===== config.mk =====
export PLATFORM = sky130hd
export DESIGN_NAME = header_loader
export DESIGN_NICKNAME = d
export VERILOG_FILES = /design/src/rtl/miner_pkg.sv /design/src/rtl/hash_tx_shifter.sv /design/src/rtl/header_loader.sv
export SDC_FILE = /design/constraint.sdc
export NUM_CORES = 2
export LEC_CHECK = 0
export ABC_CLOCK_PERIOD_IN_PS = 32100
export CORE_AREA = 3 3 354 356
export CTS_CLUSTER_DIAMETER = 60
export DETAILED_ROUTE_END_ITERATION = 8
export DIE_AREA = 0 0 357 359
export PLACE_DENSITY = 0.65
export SLEW_MARGIN = 30
export SYNTH_ARGS = -nofsm -noshare
export SYNTH_HDL_FRONTEND = slang
export SYNTH_SLANG_ARGS = --single-unit

===== constraint.sdc =====
create_clock -name clock -period 32.1 [get_ports clock]
set_clock_uncertainty 0.15 [all_clocks]
set_input_delay 8.025 -clock clock [delete_from_list [all_inputs] [get_ports clock]]
set_output_delay 8.025 -clock clock [all_outputs]
set_load 0.05 [all_outputs]

===== src/rtl/miner_pkg.sv =====
// Shared miner definitions: header/result sizes, MINE guard length and loader FSM encoding.
// Used by header_loader, hash_tx_shifter and the miner top level.
package miner_pkg;

    localparam int HDR_BYTES_DEF  = 80;
    localparam int HASH_BYTES_DEF = 32;
    localparam int MINE_GUARD_DEF = 4;

    // Header byte counter width; 7 bits covers the 80-byte header.
    localparam int HDR_CNT_W = 7;

    typedef enum logic [1:0] {
        ST_LOAD = 2'd0,
        ST_MINE = 2'd1,
        ST_SEND = 2'd2
    } state_t;

endpackage


===== src/rtl/hash_tx_shifter.sv =====
// Holds the captured hash and streams it MSB byte first on a valid/ready port; done pulses on the last accept.
// Latency: byte 0 is valid on the first enabled cycle after load; a stall (ready=0) freezes data and index.
module hash_tx_shifter
    import miner_pkg::*;
#(
    parameter int HASH_BYTES = HASH_BYTES_DEF
) (
    input  logic                    clock,
    input  logic                    reset,
    input  logic                    load,
    input  logic [HASH_BYTES*8-1:0] load_dat,
    input  logic                    en,
    output logic [7:0]              tx_dat,
    output logic                    tx_vld,
    input  logic                    tx_rdy,
    output logic                    done
);

    localparam int J_W = (HASH_BYTES > 1) ? $clog2(HASH_BYTES) : 1;

    logic [HASH_BYTES*8-1:0] result;
    logic [J_W-1:0]          j;
    logic                    tx_acc;
    logic                    last_byte;

    assign tx_vld    = en;
    assign tx_acc    = en & tx_rdy;
    assign last_byte = (j == J_W'(HASH_BYTES - 1));
    assign done      = tx_acc & last_byte;

    always_ff @(posedge clock or posedge reset) begin
        if (reset) begin
            result <= '0;
            j      <= '0;
        end else begin
            if (load) begin
                result <= load_dat;
            end
            if (load) begin
                j <= '0;
            end else if (tx_acc) begin
                j <= last_byte ? '0 : j + 1'b1;
            end
        end
    end

    // Byte 0 is the top byte of the result; output is forced to zero when not sending.
    always_comb begin
        tx_dat = '0;
        if (en) begin
            for (int i = 0; i < HASH_BYTES; i++) begin
                if (j == J_W'(i)) begin
                    tx_dat = result[8*(HASH_BYTES-1-i) +: 8];
                end
            end
        end
    end

endmodule


===== src/rtl/header_loader.sv =====
// Collects an HDR_BYTES header from the host, holds it for the miner, then returns the winning hash bytewise.
// headerValid rises on the edge accepting the last header byte; rx is throttled by state, tx honours txReady.
module header_loader
    import miner_pkg::*;
#(
    parameter int HDR_BYTES  = HDR_BYTES_DEF,
    parameter int HASH_BYTES = HASH_BYTES_DEF,
    parameter int MINE_GUARD = MINE_GUARD_DEF
) (
    input  logic                    clock,
    input  logic                    reset,
    input  logic [7:0]              rxData,
    input  logic                    rxValid,
    output logic                    rxReady,
    output logic [HDR_BYTES*8-1:0]  blockHeader,
    output logic                    headerValid,
    input  logic [HASH_BYTES*8-1:0] satisfactoryHash,
    output logic [7:0]              txData,
    output logic                    txValid,
    input  logic                    txReady
);

    localparam int G_W = (MINE_GUARD > 1) ? $clog2(MINE_GUARD) : 1;

    state_t                 state;
    state_t                 state_nxt;
    logic [HDR_CNT_W-1:0]   byte_cnt;
    logic [G_W-1:0]         guard_cnt;
    logic                   guard_done;
    logic [HDR_BYTES*8-1:0] hdr_q;
    logic                   rx_acc;
    logic                   last_rx;
    logic                   hash_hit;
    logic                   tx_en;
    logic                   tx_done;

    assign rx_acc   = rxValid & rxReady;
    assign last_rx  = rx_acc & (byte_cnt == HDR_CNT_W'(HDR_BYTES - 1));
    assign hash_hit = (state == ST_MINE) & guard_done & (|satisfactoryHash);

    always_ff @(posedge clock or posedge reset) begin
        if (reset) begin
            state <= ST_LOAD;
        end else begin
            state <= state_nxt;
        end
    end

    always_comb begin
        state_nxt = state;
        case (state)
            ST_LOAD: if (last_rx)  state_nxt = ST_MINE;
            ST_MINE: if (hash_hit) state_nxt = ST_SEND;
            ST_SEND: if (tx_done)  state_nxt = ST_LOAD;
            default:               state_nxt = ST_LOAD;
        endcase
    end

    always_comb begin
        rxReady     = 1'b0;
        headerValid = 1'b0;
        tx_en       = 1'b0;
        case (state)
            ST_LOAD: rxReady     = 1'b1;
            ST_MINE: headerValid = 1'b1;
            ST_SEND: tx_en       = 1'b1;
            default: rxReady     = 1'b1;
        endcase
    end

    always_ff @(posedge clock or posedge reset) begin
        if (reset) begin
            byte_cnt <= '0;
        end else if (rx_acc) begin
            byte_cnt <= last_rx ? '0 : byte_cnt + 1'b1;
        end
    end

    // guard_done marks that MINE_GUARD full cycles have elapsed in MINE.
    always_ff @(posedge clock or posedge reset) begin
        if (reset) begin
            guard_cnt  <= '0;
            guard_done <= 1'b0;
        end else if (state != ST_MINE) begin
            guard_cnt  <= '0;
            guard_done <= 1'b0;
        end else if (guard_cnt == G_W'(MINE_GUARD - 1)) begin
            guard_done <= 1'b1;
        end else begin
            guard_cnt <= guard_cnt + 1'b1;
        end
    end

    // First accepted byte lands in the most significant byte of the header.
    always_ff @(posedge clock or posedge reset) begin
        if (reset) begin
            hdr_q <= '0;
        end else if (rx_acc) begin
            for (int b = 0; b < HDR_BYTES; b++) begin
                if (byte_cnt == HDR_CNT_W'(b)) begin
                    hdr_q[8*(HDR_BYTES-1-b) +: 8] <= rxData;
                end
            end
        end
    end

    assign blockHeader = hdr_q;

    hash_tx_shifter #(
        .HASH_BYTES (HASH_BYTES)
    ) u_tx (
        .clock    (clock),
        .reset    (reset),
        .load     (hash_hit),
        .load_dat (satisfactoryHash),
        .en       (tx_en),
        .tx_dat   (txData),
        .tx_vld   (txValid),
        .tx_rdy   (txReady),
        .done     (tx_done)
    );

endmodule

## Word-level counts from Yosys, hierarchy flattened

Cells that the tools add are included.

- Register bits after elaboration: 913
- Input port bits: 268
- Output and inout port bits: 651
- Logic and storage cells: 349

- Add/sub/neg operators: 3
- Equal/unequal tests: 118
- Multiplexer cells: 48
- Bitwise gates (word level): 6
- Reductions and logical operators: 88

Operators by type and width:

| kind | number |
|---|---|
| $mux 8 | 33 |
| $reduce_or 256->1 | 1 |
| $eq 7x6->1 const B | 32 |
| $reduce_and 2->1 | 80 |
| $eq 7x5->1 const B | 16 |
| $eq 7x7->1 const B | 16 |
| $eq 5x5->1 const B | 16 |
| $eq 7x4->1 const B | 8 |
| $eq 5x4->1 const B | 8 |
| $eq 7x3->1 const B | 4 |
| $eq 5x3->1 const B | 4 |
| $mux 5 | 3 |
| $eq 7x2->1 const B | 2 |
| $eq 5x2->1 const B | 2 |
| $mux 2 | 5 |
| $ne 2x2->1 const B | 4 |
| $add 7x1->7 const B | 1 |
| $eq 7x1->1 const B | 1 |
| $logic_not 7->1 | 1 |
| $mux 7 | 1 |
| $and 1x1->1 | 6 |
| $pmux 2 s3 | 1 |
| $add 5x1->5 const B | 1 |
| $eq 5x1->1 const B | 1 |
| other kinds (10) | 16 |

## Logic depth before layout (Yosys ltp)

- Depth after elaboration: 34
- Depth in mapped cells: 14
- Mapped depth without buffers: 10

## By module

A second synthesis with hierarchy kept.

- Cells, all modules: 2,829
- Area total of the unflattened synthesis: 38,971.1 um2

Modules (own cells, without submodules):

| module | times used | cells an instance | area each (um2) | sequential area each (um2) |
|---|---|---|---|---|
| header_loader | 1 | 1,633 | 25,378.1 | 16,315.6 |
| hash_tx_shifter | 1 | 1,196 | 13,593.0 | 6,531.3 |

## Least setup slack after synthesis

OpenSTA, ideal clock, no wires.

- Path type: register to output
- Start point: reg u_tx.j[0]
- End point: out txData[7]
- Arrival: 3.548 ns
- Required time: 23.925 ns
- Slack: 20.377 ns
- Stages on the path, launching flop included: 13
- Buffers on the path: 5
- Path through: dfrtp_1 > ha_1 > buf_2 > buf_2 > clkbuf_1 > and3_1 > ha_1 > clkbuf_1 > clkbuf_1 > nand4b_1 > o2111ai_1 > a31oi_1 > o31ai_1

- Word-level cells in the longest chain between the ends: 34
- Elaborated cells between the ends (all ways): 65
- Those cells by class: 31 x eq/ne; 33 x mux; 1 x reduce/logical

RTL lines:

| element | RTL line | source |
|---|---|---|
| start, declared | hash_tx_shifter.sv:22 | `logic [J_W-1:0] j;` |
| start signal, assigned | hash_tx_shifter.sv:42 | `j <= last_byte ? '0 : j + 1'b1;` |
| $logic_not 5->1 | hash_tx_shifter.sv:52 | `if (j == J_W'(i)) begin` |
| $mux 8 (31 in series) | hash_tx_shifter.sv:52 |  |
| $mux 8 * | hash_tx_shifter.sv:52 |  |
| $mux 8 * | hash_tx_shifter.sv:50 | `if (en) begin` |
| end, declared | header_loader.sv:18 | `output logic [7:0] txData,` |

Mark *: on every way between the ends. The rest lies on a longest branch, timed or not.

## Worst setup path after layout

- Start point: reg u_tx.j[4]
- End point: out txData[6]

The elaborated chain is that of the path after synthesis.

==> out/results.txt <==
Hold Crit Start = u_tx.result[49]
HP Class = register to register
GRT Util Overall = 0.236
Critical path type = register to primary output
Ys Warns = 0
Crit share post-route = 0.413
VDD IR-drop max = 0.0610 mV
Final hold violation count = 0
RSZ-0062 raised after global routing = false
Port-buffer cells = 918
# H-tree levels = 3
Vias in the first global route = 29500
GRT overflow = 0
Commonest non-fill, non-tap cell in the layout = dfrtp_1
CP endpoint kind = primary output
Post-synth EDFFs = 0
Post-layout util = 0.437
Routed Antenna Nets = 0
Fmax = 75.4 MHz
Cells after DPL = 5201
Leak Pwr = 23.7 nW
Max stage delay on crit path = 0.80 ns
Status = complete, no violations
Final wirelength = 156 mm
Post-Layout Cell Count = 5405
Max-Slew Margin vs Limit = 0.310
Number of buffers created by CTS = 104
Crit path DAT = 5.09 ns
Largest net degree at the start of global routing = 156
Die width = 357 µm
Clk sinks = 913
Hold_buf cts = 0
Slew @ Worst Pin = 1.04 ns
Routability cong. = 0.979
Via count = 28200
Startpoint types = register
Main synth FF type = dfrtp_1
WHS Path Cells = 1
CP Max Fanout = 42
Max clock buf depth = 3
Levels on crit path = 10
Worst Hold End = u_tx.result[49]
Crit-path cells = buf_4 > inv_1 > ha_1 > a211oi_1 > o21ai_0 > a2111oi_0 > nor4bb_1 > buf_4 > o21a_1 > clkdlybuf4s50_1
Clk_lat worst skew = 0.73 ns
Reg-to-reg slack, setup = 28.02 ns
Placeable Area = 0.122 mm²
Initial antenna violation count = 9
Final setup vio count = 0
Post-cts resize count = 0
Starting density of the core = 0.316
Worst EP required = 23.92 ns
Layout cells sized above 1 = 0.255
Yosys top cell by area = dfrtp_1
Dpl ws = 19.59 ns
Dominant cells by area after synthesis = dfrtp_1, mux2_2, mux2_1
Number of remaining DRC errors = 0
Mapped Area = 0.0385 mm²
Tmin final = 13.26 ns
Postcts setup bufs = 0
CP most frequent cell = buf_4
First-pass GRT wire length = 221 mm
Worst r2r path cells = 9
Tot Pwr = 0.00402 W
Yosys reg bits = 913
Post-synth top area share = 0.593
WP buf/inv = 4
Slowest CP cell = a2111oi_0
Top Ports = 919
Rows = 128
Die footprint = 0.128 mm²
Register area share after synthesis = 0.593
CTS tree = done
DP HPWL = 114 mm
Max-cap violations = 0
Area Growth Syn to Fin = 38.2%
Fraction of registers with async set or reset after synthesis = 1.00
Clock root buffer = clkbuf_16
Clock slew seen by the registers of the worst setup and hold paths = 0.06 ns
R2R Path Start = state[0]
Commonest cells after routing, fill and taps aside = dfrtp_1, clkdlybuf4s50_1, mux2_2
Layout Nets = 3964
Reg-to-Reg End = state[0]
Syn Nets = 3080
Worst setup margin = 18.84 ns
Fin Setup TNS = 0 ns
Cell family with most CP delay = buffers and inverters
Wire per inst = 28.8 µm
Vias per cell = 5.22
Yosys cell types = 78
Drt initial violations = 2209
Avg Cell Area, Syn = 13.8 µm²
Die Y = 359 µm
Drt pass-1 iters = 6
Max Slew Vio Count = 0
Pwr dens = 75.4 mW/mm²
Cells after synthesis = 2798
-- Yosys cell counts, types with 28 or more instances --
master / instances
nand4_1: 28
nand2_1: 175
buf_2: 33
nor4_1: 72
dfrtp_1: 913
nand3_1: 30
mux2_1: 204
a21oi_1: 64
o21ai_0: 66
clkbuf_1: 114
mux2_2: 688
nor2_1: 51
-- power breakdown --
part           switching, W  total [W]  internal [W]  leakage [nW]
Sequential         0.000204    0.00159       0.00139          12.1
Clock              0.000528    0.00134      0.000810          1.90
Combinational      0.000675    0.00109      0.000413          9.75
Total               0.00141    0.00402       0.00261          23.7
-- stage by stage --
step	instance area [µm²]	hold WS (ns)
after floorplan	38600	0.298
after global placement	49200	0.308
after detailed placement	49300	0.320
after CTS	53200	0.332
after global routing	53300	0.352
final	53300	0.324
-- flip-flops by register name, summed over array words and instances (netlist names) --
name	flops
u_tx.result	256
state	2
guard_done	1
byte_cnt	7
blockHeader	640
u_tx.j	5
guard_cnt	2
-- layer usage --
metal / vias up / track usage / routed length (µm)
met1: 14600 / 0.270 / 57700
li1: 12000 / - / -
met5: - / 0 / 13
met4: 2 / 0.102 / 7760
met3: 313 / 0.0799 / 14400
met2: 1341 / 0.401 / 75800
-- worst max-delay path by stage --
stage	startpoint	end	slack, ns
2_1_floorplan	reset	blockHeader[0]	11.36
3_3_place_gp	satisfactoryHash[115]	u_tx.result[182]	19.13
3_5_place_dp	satisfactoryHash[107]	u_tx.result[162]	19.59
4_1_cts	u_tx.j[2]	txData[3]	18.87
5_1_grt	u_tx.j[2]	txData[7]	18.61
6_report	u_tx.j[4]	txData[6]	18.84
-- final cells by class --
type | count | area, µm²
multi-input cells | 1676 | 14800
fillers | 11100 | 68800
well taps | 1625 | 2030
clock inverters | 63 | 998
repair buffers | 964 | 9610
flip-flops and latches | 913 | 22800
inverters | 23 | 90.1
diodes | 8 | 20.0
clock buffers | 133 | 2900
-- kinds of logic after synthesis --
kind of cell             after synthesis  synth area share
multiplexers                         893             0.261
XOR/XNOR                               5           0.00114
flip-flops                           913             0.593
adder cells (fa/ha/maj)               14           0.00454
buffers and inverters                209            0.0261
AO/OA/AOI/OAI                        273            0.0459
AND/OR/NAND/NOR                      491            0.0688
No activity file was read; power rests on OpenSTA's default activity.
